`src/rtl/lsu_mem_stage.sv`:
```
// Memory stage after execute: drives a valid/ready data-memory bus with byte lanes and emits one writeback beat per instruction.
// Optional MISALIGN_TRAP_EN: misaligned H/W accesses skip the bus and pulse misalign with wb_valid.
module lsu_mem_stage #(
  parameter int RD_W = 5,
  parameter int DW   = 32
) (
  input  logic            clk,
  input  logic            rst_n,
  input  logic            ex_valid,
  output logic            ex_ready,
  input  logic            ex_load,
  input  logic            ex_store,
  input  logic [2:0]      ex_funct3,
  input  logic [DW-1:0]   ex_addr,
  input  logic [DW-1:0]   ex_wdata,
  input  logic [DW-1:0]   ex_result,
  input  logic [RD_W-1:0] ex_rd,
  output logic            dmem_req_valid,
  input  logic            dmem_req_ready,
  output logic            dmem_req_we,
  output logic [DW-1:0]   dmem_req_addr,
  output logic [3:0]      dmem_req_be,
  output logic [DW-1:0]   dmem_req_wdata,
  input  logic            dmem_rsp_valid,
  input  logic [DW-1:0]   dmem_rsp_rdata,
  output logic            wb_valid,
  output logic            wb_we,
  output logic [RD_W-1:0] wb_rd,
  output logic [DW-1:0]   wb_data
`ifdef MISALIGN_TRAP_EN
  ,
  output logic            misalign
`endif
);

  localparam logic [1:0] ST_IDLE = 2'd0;
  localparam logic [1:0] ST_REQ  = 2'd1;
  localparam logic [1:0] ST_WAIT = 2'd2;
  localparam logic [1:0] ST_WB   = 2'd3;

  logic [1:0]      state_reg, state_next;
  logic            req_we_reg, req_we_next;
  logic [DW-1:0]   req_addr_reg, req_addr_next;
  logic [3:0]      req_be_reg, req_be_next;
  logic [DW-1:0]   req_wdata_reg, req_wdata_next;
  logic [2:0]      f3_reg, f3_next;
  logic [1:0]      lane_reg, lane_next;
  logic [RD_W-1:0] rd_reg, rd_next;
  logic            wb_we_reg, wb_we_next;
  logic [RD_W-1:0] wb_rd_reg, wb_rd_next;
  logic [DW-1:0]   wb_data_reg, wb_data_next;
`ifdef MISALIGN_TRAP_EN
  logic            mis_reg, mis_next;
  logic            mis_calc;
`endif

  // funct3[1:0] selects the access size; encodings 3/6/7 fall through to word
  logic            size_b, size_h, size_w;
  logic [3:0]      be_calc;
  logic [DW-1:0]   st_wdata;

  assign size_b = (ex_funct3[1:0] == 2'b00);
  assign size_h = (ex_funct3[1:0] == 2'b01);
  assign size_w = ~size_b & ~size_h;

  always_comb begin
    be_calc = 4'b1111;
    if (size_b)
      be_calc = 4'b0001 << ex_addr[1:0];
    else if (size_h)
      be_calc = ex_addr[1] ? 4'b1100 : 4'b0011;
  end

  genvar gi;
  generate
    for (gi = 0; gi < 4; gi++) begin : g_st_lane
      assign st_wdata[8*gi +: 8] = size_b ? ex_wdata[7:0] :
                                   size_h ? ex_wdata[8*(gi%2) +: 8] :
                                            ex_wdata[8*gi +: 8];
    end
  endgenerate

`ifdef MISALIGN_TRAP_EN
  assign mis_calc = (size_h & ex_addr[0]) | (size_w & (ex_addr[1:0] != 2'b00));
`endif

  // Load extraction uses the size/lane captured at accept time
  logic [7:0]    rsp_byte;
  logic [15:0]   rsp_half;
  logic [DW-1:0] load_data;

  assign rsp_byte = dmem_rsp_rdata[{lane_reg, 3'b000} +: 8];
  assign rsp_half = lane_reg[1] ? dmem_rsp_rdata[31:16] : dmem_rsp_rdata[15:0];

  always_comb begin
    load_data = dmem_rsp_rdata;
    case (f3_reg[1:0])
      2'b00:   load_data = {{24{~f3_reg[2] & rsp_byte[7]}}, rsp_byte};
      2'b01:   load_data = {{16{~f3_reg[2] & rsp_half[15]}}, rsp_half};
      default: load_data = dmem_rsp_rdata;
    endcase
  end

  always_comb begin
    state_next     = state_reg;
    req_we_next    = req_we_reg;
    req_addr_next  = req_addr_reg;
    req_be_next    = req_be_reg;
    req_wdata_next = req_wdata_reg;
    f3_next        = f3_reg;
    lane_next      = lane_reg;
    rd_next        = rd_reg;
    wb_we_next     = wb_we_reg;
    wb_rd_next     = wb_rd_reg;
    wb_data_next   = wb_data_reg;
`ifdef MISALIGN_TRAP_EN
    mis_next       = mis_reg;
`endif
    case (state_reg)
      ST_IDLE: begin
        if (ex_valid) begin
`ifdef MISALIGN_TRAP_EN
          mis_next = 1'b0;
`endif
          if (ex_load | ex_store) begin
`ifdef MISALIGN_TRAP_EN
            if (mis_calc) begin
              // Trap beat reports the faulting address and writes nothing
              state_next   = ST_WB;
              mis_next     = 1'b1;
              wb_we_next   = 1'b0;
              wb_rd_next   = ex_rd;
              wb_data_next = ex_addr;
            end else
`endif
            begin
              state_next     = ST_REQ;
              req_we_next    = ex_store;
              req_addr_next  = {ex_addr[DW-1:2], 2'b00};
              req_be_next    = be_calc;
              req_wdata_next = st_wdata;
              f3_next        = ex_funct3;
              lane_next      = ex_addr[1:0];
              rd_next        = ex_rd;
            end
          end else begin
            state_next   = ST_WB;
            wb_we_next   = (ex_rd != '0);
            wb_rd_next   = ex_rd;
            wb_data_next = ex_result;
          end
        end
      end
      ST_REQ: begin
        if (dmem_req_ready) begin
          if (req_we_reg) begin
            state_next = ST_WB;
            wb_we_next = 1'b0;
            wb_rd_next = rd_reg;
          end else begin
            state_next = ST_WAIT;
          end
        end
      end
      ST_WAIT: begin
        if (dmem_rsp_valid) begin
          state_next   = ST_WB;
          wb_we_next   = (rd_reg != '0);
          wb_rd_next   = rd_reg;
          wb_data_next = load_data;
        end
      end
      default: state_next = ST_IDLE;
    endcase
  end

  always_ff @(posedge clk or negedge rst_n) begin
    if (!rst_n) begin
      state_reg     <= ST_IDLE;
      req_we_reg    <= 1'b0;
      req_addr_reg  <= '0;
      req_be_reg    <= '0;
      req_wdata_reg <= '0;
      f3_reg        <= '0;
      lane_reg      <= '0;
      rd_reg        <= '0;
      wb_we_reg     <= 1'b0;
      wb_rd_reg     <= '0;
      wb_data_reg   <= '0;
`ifdef MISALIGN_TRAP_EN
      mis_reg       <= 1'b0;
`endif
    end else begin
      state_reg     <= state_next;
      req_we_reg    <= req_we_next;
      req_addr_reg  <= req_addr_next;
      req_be_reg    <= req_be_next;
      req_wdata_reg <= req_wdata_next;
      f3_reg        <= f3_next;
      lane_reg      <= lane_next;
      rd_reg        <= rd_next;
      wb_we_reg     <= wb_we_next;
      wb_rd_reg     <= wb_rd_next;
      wb_data_reg   <= wb_data_next;
`ifdef MISALIGN_TRAP_EN
      mis_reg       <= mis_next;
`endif
    end
  end

  assign ex_ready       = (state_reg == ST_IDLE);
  assign dmem_req_valid = (state_reg == ST_REQ);
  assign dmem_req_we    = req_we_reg;
  assign dmem_req_addr  = req_addr_reg;
  assign dmem_req_be    = req_be_reg;
  assign dmem_req_wdata = req_wdata_reg;
  assign wb_valid       = (state_reg == ST_WB);
  assign wb_we          = wb_we_reg;
  assign wb_rd          = wb_rd_reg;
  assign wb_data        = wb_data_reg;
`ifdef MISALIGN_TRAP_EN
  assign misalign       = wb_valid & mis_reg;
`endif

endmodule

```
`config.mk`:
```
export PLATFORM = sky130hd
export DESIGN_NAME = lsu_mem_stage
export DESIGN_NICKNAME = d
export VERILOG_FILES = /design/src/rtl/lsu_mem_stage.sv
export SDC_FILE = /design/constraint.sdc
export NUM_CORES = 1
export LEC_CHECK = 0
export BUFFER_PORTS_ARGS = -buffer_cell sky130_fd_sc_hd__buf_2
export CAP_MARGIN = 15
export CORE_ASPECT_RATIO = 0.75
export CORE_MARGIN = 2
export CORE_UTILIZATION = 38
export DETAILED_ROUTE_END_ITERATION = 7
export PLACE_DENSITY = 0.79
export SLEW_MARGIN = 15
export SYNTH_ARGS = -nofsm -noshare
export SYNTH_HDL_FRONTEND = slang
export SYNTH_SLANG_ARGS = --single-unit
```
`constraint.sdc`:
```
create_clock -name clk -period 2.82 [get_ports clk]
set_clock_uncertainty 0.2 [all_clocks]
set_input_delay 0.282 -clock clk [delete_from_list [all_inputs] [get_ports clk]]
set_output_delay 0.282 -clock clk [all_outputs]
set_load 0.005 [all_outputs]
```
==> results of run 1 <==
==> power by group <==
part	internal [mW]	total, mW	switching, mW	leakage, nW
clock	1.26	2.12	0.860	0.282
sequential	2.54	3.04	0.503	1.41
combinational	1.89	3.81	1.92	2.57
total	5.69	8.98	3.29	4.26
==> cell usage in the layout (no fill, tap or decap), types with 3 or more instances in the layout <==
master	instances
a211oi_1	17
a21oi_1	10
a22oi_1	8
buf_12	4
buf_2	249
buf_4	9
clkbuf_16	17
clkinv_4	3
dfrtp_1	117
dlygate4sd3_1	102
inv_1	9
inv_6	5
mux2_2	59
mux2i_1	41
nand2_1	74
nor2_1	42
nor2b_1	8
nor3_1	16
o211ai_1	3
o21ai_0	42
o221ai_1	8
o22ai_1	9
o311ai_0	7
==> stage by stage <==
step                      setup WS, ns  cells  util (%)  hold WS, ns
after floorplan                 0.6319    534         -      -0.2136
after global placement          0.4980    958     49.12       0.1349
after detailed placement        0.4311    958     49.12       0.1369
after CTS                      0.06211   1091     60.07     0.001238
after global routing           0.01569   1093     60.25      0.01008
final                           0.1431   1093     60.25    -0.008084
==> kinds of logic after synthesis <==
| family | Yosys count | synth area share, % |
|---|---|---|
| fa+ha+maj | 4 | 0.8805 |
| other cells | 1 | 0.06597 |
| mux | 101 | 19.30 |
| compound gates | 112 | 12.90 |
| buf+inv | 47 | 3.896 |
| flops | 117 | 51.51 |
| simple gates | 151 | 11.45 |
==> layer usage <==
| metal | global-route usage, % | vias up | wire [µm] |
|---|---|---|---|
| met4 | 8.403 | 0 | 404 |
| met2 | 44.31 | 251 | 9668 |
| met5 | 0 | - | 0 |
| li1 | - | 2591 | - |
| met1 | 27.11 | 2607 | 7621 |
| met3 | 8.880 | 30 | 1606 |
==> critical path: stages <==
cell	delay (ns)
dlygate4sd3_1	0.53
buf_2	0.15
or3b_2	0.53
a21oi_4	0.30
o21a_4	0.30
a211oi_1	0.10
dlygate4sd3_1	0.56
==> final timing paths <==
kind | startpoint | endpoint | slack, ns | cells past startpoint
max | ex_store | wb_data[29]$_DFFE_PN0P_ | 0.14 | 7
min | ex_wdata[22] | dmem_req_wdata[22]$_DFFE_PN0P_ | -0.008 | 3
max reg2reg | state_reg[0]$_DFFE_PN0P_ | wb_data[29]$_DFFE_PN0P_ | 0.21 | 8
min reg2reg | wb_data[6]$_DFFE_PN0P_ | wb_data[6]$_DFFE_PN0P_ | 0.28 | 2
max in group asynchronous | rst_n | dmem_req_wdata[28]$_DFFE_PN0P_ | 1.46 | 3
min in group asynchronous | rst_n | dmem_req_addr[6]$_DFFE_PN0P_ | 0.22 | 2
==> repair_timing <==
| item | 4_1_cts | 5_1_grt |
|---|---|---|
| hold buffers | 101 | 1 |
| setup buffers | 0 | 0 |
| endpoints found under the hold margin | 142 | 1 |
| endpoints found under the setup margin | 0 | 1 |
| gates resized for setup | 0 | 4 |
==> area by class of cell <==
type	count	share of cell area [%]
clock buffer	18	5.010
multi-input combinational	370	29.15
tap	200	2.855
antenna	1	0.02855
sequential	117	33.40
clock inverter	14	1.627
inverter	9	0.3854
timing repair buffer	364	27.55
==> run metrics, run 1 <==
Yosys reg bits=117; final RePlAce weighted congestion=0.8653; crit path kind=primary input to flop; Port Buf Inserts=250; area grow syn2layout=54.22%; Async SR Flop Fraction=100.0%; area of the multi-input gates=about 2600 µm²; YS warnings=0; register area=2928 µm²; CP arrival=2.77 ns; synthesized area=5684 µm²; Yosys top cell area share=51.51%; die span in y=~110 µm; chip width=approximately 150 µm; CP Data Required Time=2.91 ns; Fill cells=1186; FP Rows=38; Antenna Violating Nets Remaining=0; post-synthesis cell count=approximately 530; largest area contributor in the netlist=dfrtp_1; Root Driver=clkbuf_16; min-delay worst type=primary input to flop; share of cells above drive strength 1=40.81%; clock-pin slew on the worst setup and hold paths=0.06 ns; Slew Limit Fails=0; Slew headroom=56.44%; CTS Buf Count=17; total wire length=19300 µm; core area=approximately 15000 µm²; fin area=8766 µm²; syn_area_per_cell=between 10 and 15 µm²; Synth area leaders=dfrtp_1 52%, mux2_2 12%, mux2i_1 7.2%; Tcrit/Tclk final=94.92%; P per Cell Area=1024 nW/µm²; Starting Density=about two fifths; Leak=4.261 nW; Sink Count=roughly 120; Synth top cells by count=117 x dfrtp_1, 74 x nand2_1, 59 x mux2_2; H-tree Lvls=4; DRT iter0 DRCs=305; post-synth cell types=38; nets@finish=1026; global route total overflow=0; via count of the routed design=5479; vias in the first global route=5609; Tightest Pin Transition=0.6533 ns; average wire per cell in the routed design=17.66 µm; prevailing post-synth register cell=dfrtp_1; EDFF count, synth=0; DP Area=7147 µm²; Hold WS=-0.008084 ns; Ports=253; most numerous cell in the Yosys netlist=dfrtp_1; first-pass GRT wire length=30170 µm; Crit Path Max Fanout=16; Tmin final=2.677 ns; setup repair after global routing missed its margin=no; CTS tree=yes; Sum Neg Setup Slack=0 ns; Hold Fails Final Rpt=1; f_max=roughly 370 MHz; Seq/Total Area, Yosys=about half; DR vias/cell=5.013; maximum buffer depth of the clock tree=2; violated checks=negative hold slack; worst vdd ir=607.1 µV; # DRC=0; Total Routing Usage GR=approximately a quarter; die area=15960 µm²; status=finished, violations left; # setup viols final=0; initial antenna violation count=1; Final Power=8.976 mW; maxcap violations=0; Clk Latency, worst-skew pair=between 0.4 and 0.5 ns; CP Capture Type=flop; largest net degree at the start of global routing=58; HPWL after detailed placement=around 13000 µm; CP startpoint kind=primary input; Detailed Routing Iterations Pass 1=5
(Power assumes the default switching activity.)
==> run 2: changes to the inputs <==
--- a/config.mk
+++ b/config.mk
@@ -5,13 +5,14 @@
 export SDC_FILE = /design/constraint.sdc
 export NUM_CORES = 1
 export LEC_CHECK = 0
+export ABC_AREA = 1
 export BUFFER_PORTS_ARGS = -buffer_cell sky130_fd_sc_hd__buf_2
 export CAP_MARGIN = 15
 export CORE_ASPECT_RATIO = 0.75
 export CORE_MARGIN = 2
 export CORE_UTILIZATION = 38
 export DETAILED_ROUTE_END_ITERATION = 7
-export PLACE_DENSITY = 0.79
+export PLACE_DENSITY = 0.78
 export SLEW_MARGIN = 15
 export SYNTH_ARGS = -nofsm -noshare
 export SYNTH_HDL_FRONTEND = slang
==> run 2 against run 1 <==
Against the previous run: the flow now finishes without violations; die area up 3.2%; combinational power up 14%; clock-buffer cell count up 3; largest cell class unchanged; total power up 7.0%; critical path type is now flop to flop.
==> run metrics, run 2 <==
commonest non-fill, non-tap cells in the layout=290 x nand2_1, 249 x buf_2, 117 x dfrtp_1 (was 249 x buf_2, 117 x dfrtp_1, 102 x dlygate4sd3_1); core area=15180 µm² (was 14550 µm²); Tcrit/Tclk final=92.34% (was 94.92%); post-synth cell types=28 (was 38); area of the multi-input gates=2556 µm² (was 2555 µm²); CP arrival=2.71 ns (was 2.77 ns); crit path kind=flop to flop (was primary input to flop); most numerous cell in the Yosys netlist=nand2_1 (was dfrtp_1); maximum buffer depth of the clock tree=2 (unchanged); YS warnings=0 (unchanged); die span in y=111.7 µm (was 109.9 µm); CP Capture Type=flop (unchanged); CTS Buf Count=17 (unchanged); Ports=253 (unchanged); via count of the routed design=6567 (was 5479); first-pass GRT wire length=32130 µm (was 30170 µm); synthesized area=5874 µm² (was 5684 µm²); Slew headroom=49.42% (was 56.44%); Antenna Violating Nets Remaining=0 (unchanged); HPWL after detailed placement=13160 µm (was 12820 µm); worst vdd ir=480.6 µV (was 607.1 µV); FP Rows=39 (was 38); register area=2928 µm² (unchanged); Tightest Pin Transition=0.7587 ns (was 0.6533 ns); final core utilization=58.78% (was 60.25%); # DRC=0 (unchanged); Crit Path Max Fanout=44 (was 16); Sink Count=117 (unchanged); f_max=384.0 MHz (was 373.6 MHz); # setup viols final=0 (unchanged); Yosys top cell area share=49.84% (was 51.51%); largest net degree at the start of global routing=63 (was 58); P per Cell Area=1077 nW/µm² (was 1024 nW/µm²); Sum Neg Setup Slack=0 ns (unchanged); Starting Density=38.71% (was 39.07%); Synth top cells by count=290 x nand2_1, 117 x dfrtp_1, 82 x nor2_1 (was 117 x dfrtp_1, 74 x nand2_1, 59 x mux2_2); EDFF count, synth=0 (unchanged); Fill cells=1308 (was 1186); Tmin final=2.604 ns (was 2.677 ns); Final Power=9.603 mW (was 8.976 mW); final RePlAce weighted congestion=0.9010 (was 0.8653); setup repair after global routing missed its margin=no (unchanged); prevailing post-synth register cell=dfrtp_1 (unchanged); vias in the first global route=6559 (was 5609); area grow syn2layout=51.84% (was 54.22%); clock-pin slew on the worst setup and hold paths=0.06 ns (about the same); die area=16480 µm² (was 15960 µm²); post-synthesis cell count=768 (was 533); initial antenna violation count=1 (unchanged); Detailed Routing Iterations Pass 1=5 (unchanged); syn_area_per_cell=7.649 µm² (was 10.66 µm²); share of cells above drive strength 1=28.15% (was 40.81%); Leak=4.674 nW (was 4.261 nW); Synth area leaders=dfrtp_1 50%, nand2_1 19%, nor2_1 5.2% (was dfrtp_1 52%, mux2_2 12%, mux2i_1 7.2%); DRT iter0 DRCs=443 (was 305); DR vias/cell=4.956 (was 5.013); Total Routing Usage GR=24.48% (was 24.50%); largest area contributor in the netlist=dfrtp_1 (unchanged); Hold Fails Final Rpt=0 (was 1); Seq/Total Area, Yosys=49.84% (was 51.51%); CP Data Required Time=2.93 ns (was 2.91 ns); most common cell after layout, fill and taps aside=nand2_1 (was buf_2); Async SR Flop Fraction=100.0% (unchanged); Clk Latency, worst-skew pair=0.41 ns (about the same); H-tree Lvls=4 (unchanged); chip width=147.6 µm (was 145.2 µm); CP startpoint kind=flop (was primary input); status=complete, no violations (was finished, violations left); Port Buf Inserts=250 (unchanged); min-delay worst type=primary input to flop (unchanged); maxcap violations=0 (unchanged); Yosys reg bits=117 (unchanged); CTS tree=yes (unchanged); average wire per cell in the routed design=15.06 µm (was 17.66 µm); global route total overflow=0 (unchanged); nets@finish=1254 (was 1026); Root Driver=clkbuf_16 (unchanged); Slew Limit Fails=0 (unchanged); total wire length=19950 µm (was 19300 µm)
## run 2: cell types whose count changed after synthesis, moves of 9 or more
cell | previous run | this run
mux2i_1 | 41 | 0
nor3_1 | 16 | 0
nand3_1 | 0 | 27
buf_2 | 9 | 18
inv_1 | 9 | 34
nor2_1 | 42 | 82
mux2_2 | 59 | 0
a211oi_1 | 17 | 0
nand2_1 | 74 | 290
a21oi_1 | 10 | 59
## run 2: final cells by class
| class | instances | area share (%) |
|---|---|---|
| Sequential cell | 117 | 32.82 |
| Multi-Input combinational cell | 566 | 28.66 |
| Timing Repair Buffer | 365 | 27.07 |
| Clock buffer | 21 | 5.050 |
| Tap cell | 205 | 2.876 |
| Inverter | 40 | 1.753 |
| Clock inverter | 10 | 1.739 |
| Antenna cell | 1 | 0.02805 |
## run 2: power by group
group | leakage, nW | total, mW | internal, mW | switching [mW]
Combinational | 2.97 | 4.34 | 1.81 | 2.53
Clock | 0.293 | 2.24 | 1.49 | 0.751
Sequential | 1.41 | 3.02 | 2.52 | 0.509
Total | 4.67 | 9.60 | 5.82 | 3.79
## run 2: worst max-delay path: stages, from the launching register on
cell	delay, ns
dfrtp_1	0.39
inv_1	0.11
ha_1	0.25
inv_2	0.06
nor2_2	0.13
nor2_1	0.07
nand3_2	0.12
buf_4	0.40
nor2_1	0.08
nand2_1	0.07
dlygate4sd3_1	0.55
nand2_1	0.05
## run 2: timing repair
item | 4_1_cts | 5_1_grt
endpoints found under the setup margin | 0 | 8
hold buffers | 102 | 0
gates resized for setup | 0 | 3
buffers inserted | 0 | 0
hold endpoints to repair | 143 | 0
## run 2: path summary, 6_finish.rpt
path | slack (ns) | cells after the start | endpoint | start
min in group asynchronous | 0.28 | 2 | wb_data[4]$_DFFE_PN0P_ | rst_n
worst max register to register | 0.22 | 11 | wb_data[16]$_DFFE_PN0P_ | state_reg[1]$_DFFE_PN0P_
max in group asynchronous | 1.44 | 3 | dmem_req_wdata[3]$_DFFE_PN0P_ | rst_n
worst min register to register | 0.27 | 2 | dmem_req_addr[26]$_DFFE_PN0P_ | dmem_req_addr[26]$_DFFE_PN0P_
worst min-delay path | 0.006 | 5 | wb_data[31]$_DFFE_PN0P_ | ex_result[31]
worst max-delay path | 0.22 | 11 | wb_data[16]$_DFFE_PN0P_ | state_reg[1]$_DFFE_PN0P_
## run 2: routing by layer
| layer | global-route usage (%) | up-vias | wire length (µm) |
|---|---|---|---|
| li1 | - | 3155 | - |
| met1 | 31.10 | 3008 | 8550 |
| met2 | 38.05 | 343 | 9031 |
| met3 | 8.361 | 61 | 1737 |
| met4 | 10.83 | 0 | 630 |
| met5 | 0 | - | 0 |
## run 2: cell families (layout without fill, tap and decap cells)
kind of cell	Yosys count	in the layout	synth area share (%)
fa+ha+maj	4	4	0.8520
simple gates	412	412	27.92
buf+inv	86	436	6.922
flops	117	117	49.84
compound gates	148	148	14.40
other cells	1	3	0.06384
## run 2: metrics by stage
step / cells / worst slack, ns / hold WS [ns] / instance area [µm²]
floorplan: 769 / 1.017 / -0.2136 / 5878
global placement: 1190 / 0.7121 / 0.1899 / 7257
detailed placement: 1190 / 0.5639 / 0.1943 / 7257
CTS: 1323 / 0.04463 / 0.003378 / 8884
global route: 1324 / 0.005995 / 0.01993 / 8917
finish: 1325 / 0.2161 / 0.006254 / 8920
